$ cat src/rtl/mfm_sync_byte_assembler.sv
// MFM sync-mark hunter and byte framer: finds A1* marks, captures the address-mark
// byte, frames data bytes and flags MFM encoding-rule violations.
module mfm_sync_byte_assembler #(
   parameter logic [15:0] SYNC_PATTERN   = 16'h4489,
   parameter int          MIN_SYNC_MARKS = 3
) (
   input  logic       clk,
   input  logic       reset,
   input  logic       enable,
   input  logic       resync,
   input  logic       pll_locked,
   input  logic       bit_ready,
   input  logic       clock_bit,
   input  logic       data_bit,
   output logic [7:0] byte_data,
   output logic       byte_valid,
   output logic       mark_valid,
   output logic       in_frame,
   output logic [2:0] sync_count,
   output logic       code_violation,
   output logic [7:0] viol_count
);

   typedef enum logic [1:0] {HUNT, SYNC, DATA} state_t;

   localparam logic [2:0] MIN_MARKS = 3'(MIN_SYNC_MARKS);

   state_t      state, state_nxt;
   // Only 14 bits of raw history and 7 data bits are ever needed to form the next compare/byte.
   logic [13:0] raw_sr, raw_nxt;
   logic [6:0]  data_sr, data_nxt;
   logic [3:0]  bit_cnt, cnt_nxt;
   logic [2:0]  sync_nxt;
   logic [7:0]  byte_nxt;
   logic        byte_v_nxt, mark_v_nxt, viol_nxt;
   logic [15:0] next_raw;
   logic        take_bit, is_sync, abort;

   assign next_raw = {raw_sr, clock_bit, data_bit};
   assign take_bit = enable && bit_ready && !resync;
   assign is_sync  = (next_raw == SYNC_PATTERN);
   assign abort    = !enable || resync || !pll_locked;
   assign in_frame = (state == DATA);

   always_comb begin
      state_nxt  = state;
      raw_nxt    = raw_sr;
      data_nxt   = data_sr;
      cnt_nxt    = bit_cnt;
      sync_nxt   = sync_count;
      byte_nxt   = byte_data;
      byte_v_nxt = 1'b0;
      mark_v_nxt = 1'b0;
      viol_nxt   = 1'b0;

      if (take_bit) begin
         raw_nxt  = next_raw[13:0];
         data_nxt = {data_sr[5:0], data_bit};
         // raw_sr[0] is the data bit of the previous pair.
         viol_nxt = clock_bit && (data_bit || raw_sr[0]);
      end
      if (resync) begin
         raw_nxt  = '0;
         data_nxt = '0;
      end

      if (abort) begin
         state_nxt = HUNT;
         sync_nxt  = 3'd0;
         cnt_nxt   = 4'd0;
      end else if (take_bit) begin
         case (state)
            HUNT: begin
               if (is_sync) begin
                  state_nxt = SYNC;
                  sync_nxt  = 3'd1;
                  cnt_nxt   = 4'd0;
               end
            end
            SYNC: begin
               if (bit_cnt == 4'd7) begin
                  cnt_nxt = 4'd0;
                  if (is_sync) begin
                     sync_nxt = (sync_count == 3'd7) ? 3'd7 : sync_count + 3'd1;
                  end else if (sync_count >= MIN_MARKS) begin
                     byte_nxt   = {data_sr, data_bit};
                     mark_v_nxt = 1'b1;
                     state_nxt  = DATA;
                  end else begin
                     state_nxt = HUNT;
                     sync_nxt  = 3'd0;
                  end
               end else begin
                  cnt_nxt = bit_cnt + 4'd1;
               end
            end
            DATA: begin
               if (bit_cnt == 4'd7) begin
                  cnt_nxt    = 4'd0;
                  byte_nxt   = {data_sr, data_bit};
                  byte_v_nxt = 1'b1;
               end else begin
                  cnt_nxt = bit_cnt + 4'd1;
               end
            end
            default: state_nxt = HUNT;
         endcase
      end
   end

   always_ff @(posedge clk) begin
      if (reset) begin
         state          <= HUNT;
         raw_sr         <= '0;
         data_sr        <= '0;
         bit_cnt        <= '0;
         sync_count     <= '0;
         byte_data      <= '0;
         byte_valid     <= 1'b0;
         mark_valid     <= 1'b0;
         code_violation <= 1'b0;
         viol_count     <= '0;
      end else begin
         state          <= state_nxt;
         raw_sr         <= raw_nxt;
         data_sr        <= data_nxt;
         bit_cnt        <= cnt_nxt;
         sync_count     <= sync_nxt;
         byte_data      <= byte_nxt;
         byte_valid     <= byte_v_nxt;
         mark_valid     <= mark_v_nxt;
         code_violation <= viol_nxt;
         if (viol_nxt && viol_count != 8'hFF) begin
            viol_count <= viol_count + 8'd1;
         end
      end
   end

endmodule

$ cat config.mk
export PLATFORM = sky130hd
export DESIGN_NAME = mfm_sync_byte_assembler
export DESIGN_NICKNAME = d
export VERILOG_FILES = /design/src/rtl/mfm_sync_byte_assembler.sv
export SDC_FILE = /design/constraint.sdc
export NUM_CORES = 1
export LEC_CHECK = 0
export CELL_PAD_IN_SITES_DETAIL_PLACEMENT = 1
export CELL_PAD_IN_SITES_GLOBAL_PLACEMENT = 2
export CORE_MARGIN = 8
export CORE_UTILIZATION = 34
export DETAILED_ROUTE_END_ITERATION = 10
export PLACE_DENSITY = 0.85
export SYNTH_ARGS = -nofsm -noshare
export SYNTH_HDL_FRONTEND = slang
export SYNTH_SLANG_ARGS = --single-unit
$ cat constraint.sdc
create_clock -name clk -period 3.1 [get_ports clk]
set_input_delay 0.775 -clock clk [delete_from_list [all_inputs] [get_ports clk]]
set_output_delay 0.775 -clock clk [all_outputs]
set_load 0.05 [all_outputs]
# Yosys cells after proc, flatten, opt, wreduce, memory -nomap -nowiden
# Cells that the tools add are included.
# Widths: inputs -> output; s select.
# totals
inputBits	8
memories	0
register_bits	49
out_inout_bits	23
mem_bits_ro	0
ram_bits	0
latchBits	0
# classes
n_reduce_logical	23
muxes	22
bitwise_logic	5
n_shift	0
n_eq_ne	12
magnitude_cmp	1
n_div	0
n_addsub	3
n_mul	0
# ops
op	n
$mux 8	4
$eq 16x15->1 const B	1
$pmux 8 s2	1
$mux 3	5
$reduce_and 5->1	2
$add 8x1->8 const B	1
$mux 2	4
$mux 4	2
$ne 2x2->1 const B	4
$ne 8x8->1 const B	1
$pmux 4 s2	1
$reduce_and 7->1	1
$pmux 2 s3	1
$pmux 3 s2	1
$reduce_bool 2->1	3
$reduce_or 2->1	3
$reduce_or 6->1	1
$not 1->1	5
$add 4x1->4 const B	1
$eq 4x3->1 const B	1
$logic_and 1x1->1	4
$reduce_or 4->1	1
$add 3x1->3 const B	1
$eq 3x3->1 const B	1
10 further kinds	16

# Logic depth before layout (Yosys ltp)
# depth
depth_word	5
depth_mapped	7

# Worst setup path after synthesis
# No wires, ideal clock.
# synth_timing
path_type	input -> register
startpoint	in clock_bit
endpoint	reg sync_count[2]
required_ps	3021
slack_ps	1082
arrival_time_ps	1938
cell_stages	6
setup_time_ps	79
cell_sequence	and4bb_2 and4_1 buf_4 nor2_2 or3b_1 a211oi_2
# synth_via
elab_chain_len	4
word_cells_on_any_way	7
# synth_lines
element	line_no	source
start: declaration	13	input logic clock_bit,
$eq 16x15->1 *	41	assign is_sync = (next_raw == SYNC_PATTERN);
$mux 3	83	if (is_sync) begin
$mux 3	81	if (bit_cnt == 4'd7) begin
$pmux 3 s2	72	case (state)
end signal: assignment	128	sync_count <= sync_nxt;
end: declaration	19	output logic [2:0] sync_count,
# Every way passes the cells marked *; elsewhere a longest branch is shown, timed or not. The select of a mux whose other input is x is not followed.
# A chain may end at the register's enable or synchronous reset.

# Worst setup path in the final report
# layout_timing
startpoint	reg state[0]
endpoint	out in_frame
# layout_via
elab_chain_len	1
# layout_lines
element	line_no	source
start: declaration	28	state_t state, state_nxt;
start signal: assignment	124	state <= state_nxt;
$eq 2x2->1	43	assign in_frame = (state == DATA);
end: declaration	18	output logic in_frame,
# Every way passes these cells.

==> load_flow_metrics.sql <==
INSERT INTO impl_metrics (metric_group, metric, value, unit) VALUES
('critical_path', 'crit_path_cell_trace', 'inv_1 -> ha_1 -> clkdlybuf4s50_1', ''),
('timing', 'worstMarginPinSlew', '0.502', 'ns'),
('finish', 'finish.net_count', '276', ''),
('cts', 'cts_tree', 'done', ''),
('power_and_ir_drop', 'power_leakage', '0.803', 'nW'),
('timing', 'setup-tns-final', '0', 'ns'),
('critical_path', 'r2r.worst_path.cells', '5', ''),
('critical_path', 'regToRegSetupSlack', '1.16', 'ns'),
('timing', 'final_max_tran_viols', '0', ''),
('yosys', 'synth-seq-area-share', '41.8', '%'),
('cts', 'cts.sinks', '42', ''),
('route', 'vias', '1736', ''),
('finish', 'synthesis_to_finish_area_growth', '24.9', '%'),
('critical_path', 'critPathMaxStageDelay', '0.86', 'ns'),
('cts', 'cts.repair.resized', '0', ''),
('global_route', 'grt_antenna_before_repair', '0', ''),
('finish', 'layout-drive-gt1-share', '8.78', '%'),
('cts', 'clk_latency', '0.29', 'ns'),
('critical_path', 'end_kind', 'output port', ''),
('cts', 'worst_setup_hold_path_clk_slew', '0.08', 'ns'),
('global_route', 'pin_count_of_the_biggest_net_entering_global_routing', '29', ''),
('die', 'floorplan.io_pins', '31', ''),
('critical_path', 'cpMaxStageDelayCell', 'clkdlybuf4s50_1', ''),
('power_and_ir_drop', 'ir_worst_vdd', '186', 'uV'),
('global_route', 'grt_use_met1', '14.9', '%'),
('critical_path', 'timing.critical_path.max_delay_family', 'buffers and inverters', ''),
('placement', 'portBuffers', '30', ''),
('timing', 'max_freq', '377', 'MHz'),
('die', 'start_util', '34.6', '%'),
('critical_path', 'setup.worst_path.end', 'in_frame', ''),
('critical_path', 'crit_path_launch_type', 'flip-flop', ''),
('finish', 'fillCellCount', '719', ''),
('timing', 'finalCritPeriodShare', '85.7', '%'),
('global_route', 'grt_use_met3', '2.83', '%'),
('critical_path', 'critical_path.reg2reg.endpoint', 'state[1]', ''),
('min_path', 'min_path_type', 'reg2reg', ''),
('die', 'fp-row-count', '28', ''),
('cts', 'ctsHtreeMaxLevel', '2', ''),
('global_route', 'grt_pass1_wl', '8.64', 'mm'),
('route', 'residual_antenna_violating_net_count_after_detailed_routing', '0', ''),
('placement', 'global_placement_routability_congestion', '0.777', ''),
('timing', 'final.setup.worst_slack', '0.444', 'ns'),
('route', 'route.detailed.drc', '0', ''),
('placement', 'detailedPlacementHpwl', '3.83', 'mm'),
('die', 'die_area', '0.00863', 'sq mm'),
('finish', 'area.sequential', '841', 'sq um'),
('global_route', 'globalRoute.busiestLayer', 'met2', ''),
('critical_path', 'timing.critical_path.fanout_max', '7', ''),
('yosys', 'synth_net_count', '245', ''),
('global_route', 'grt_overflow_total', '0', ''),
('route', 'wire_per_inst', '15.5', 'um'),
('yosys', 'postSynth.asyncResetShare', '0', '%'),
('timing', 'period_needed', '2.66', 'ns'),
('power_and_ir_drop', 'total_power_density_per_cell_area', '409', 'mW/mm^2'),
('route', 'detail_route.vias_per_cell', '5.15', ''),
('global_route', 'first_global_vias', '1796', ''),
('global_route', 'grt_usage', '12.3', '%'),
('global_route', 'global_route_track_usage_on_met2', '20.4', '%'),
('yosys', 'synthMostInstantiatedCell', 'dfxtp_1', ''),
('yosys', 'synth_enable_flop_cells', '0', ''),
('die', 'core-area', '0.00582', 'sq mm'),
('critical_path', 'crit_cells', '3', ''),
('critical_path', 'timing.setup.critical_path_class', 'reg2out', ''),
('job', 'max_cap_viol_count', '0', ''),
('yosys', 'ys_types', '48', ''),
('yosys', 'syn_avg_cell_area', '8.70', 'sq um'),
('yosys', 'ys_top_cells_by_count', 'dfxtp_1, nand2_1, a21oi_1', ''),
('status', 'outcome', 'finished, final reports clean', ''),
('timing', 'grt_setup_unrepaired', 'false', ''),
('finish', 'antenna_cells_inserted', '0', ''),
('yosys', 'ys_warn_count', '0', '');
==> layer usage <==
metal / routed length (um) / up-vias
met2: 2460 / 35
met4: 74 / 0
met3: 251 / 5
met5: 0 / -
met1: 2430 / 823
li1: - / 873
==> final cells by class <==
class | instances | share of cell area [%]
clock buffer | 6 | 3.29
clock inverter | 1 | 1.20
inverter | 5 | 0.747
multi-input combinational | 172 | 43.8
sequential | 42 | 33.5
tap | 75 | 3.74
timing repair buffer | 36 | 13.8
==> tightest hold or removal path: cells and delay by family (launching register included) <==
kind | cells | cell delay (ns)
AO/OA/AOI/OAI | 1 | 0.05
flip-flops | 1 | 0.32
AND/OR/NAND/NOR | 1 | 0.06
==> worst min path at each step <==
stage / startpoint / endpoint / slack, ns / cells after the start
after global routing: byte_data[1] / byte_data[1] / 0.50 / 2
after floorplan: raw_sr[5] / raw_sr[7] / 0.44 / 2
after CTS: byte_data[2] / byte_data[2] / 0.48 / 2
final: raw_sr[13] / raw_sr[13] / 0.48 / 2
after detailed placement: byte_data[4] / byte_data[4] / 0.47 / 2
after global placement: raw_sr[13] / raw_sr[13] / 0.46 / 2
==> logic make-up (layout without fill, tap and decap cells) <==
group	Yosys count	in the layout	synth area share [%]
adders and majority gates	6	6	3.73
muxes	11	11	5.48
xor gates and xnor gates	6	6	2.61
buffers and inverters	17	48	3.48
DFF	42	42	41.8
AOI/OAI and AO/OA	39	39	12.3
and+or+nand+nor	110	110	30.6
==> per-stage QoR <==
step / hold slack (ns) / area, sq um / instances
after floorplan: 0.440 / 2010 / 231
after global routing: 0.503 / 2510 / 337
final: 0.476 / 2510 / 337
after detailed placement: 0.467 / 2400 / 330
after CTS: 0.481 / 2510 / 337
after global placement: 0.456 / 2400 / 330
==> power breakdown <==
part / switching [mW] / leakage (nW) / internal, mW
combinational: 0.0253 / 0.408 / 0.0181
sequential: 0.00108 / 0.338 / 0.540
clock: 0.185 / 0.0573 / 0.258
==> layout by cell type (no fill, tap or decap), types with 3 or more instances in the layout <==
cell / instances
nand3_1: 8
clkdlybuf4s50_1: 30
nand4_1: 7
xor2_1: 5
nand2_1: 36
inv_1: 5
a21o_1: 3
clkbuf_8: 6
ha_1: 6
nand2b_1: 17
nor2_1: 10
mux2i_1: 11
o21ai_0: 4
nor3_1: 5
dfxtp_1: 42
nor4b_2: 3
buf_4: 6
a21oi_1: 21
==> registers in the layout (all words and copies together), names as in the netlist <==
signal and flops:
raw_sr 14, byte_data 8, viol_count 8, bit_cnt 4
sync_count 3, state 2, byte_valid 1, code_violation 1
mark_valid 1
Note: power is estimated with default switching activity, not from simulation.
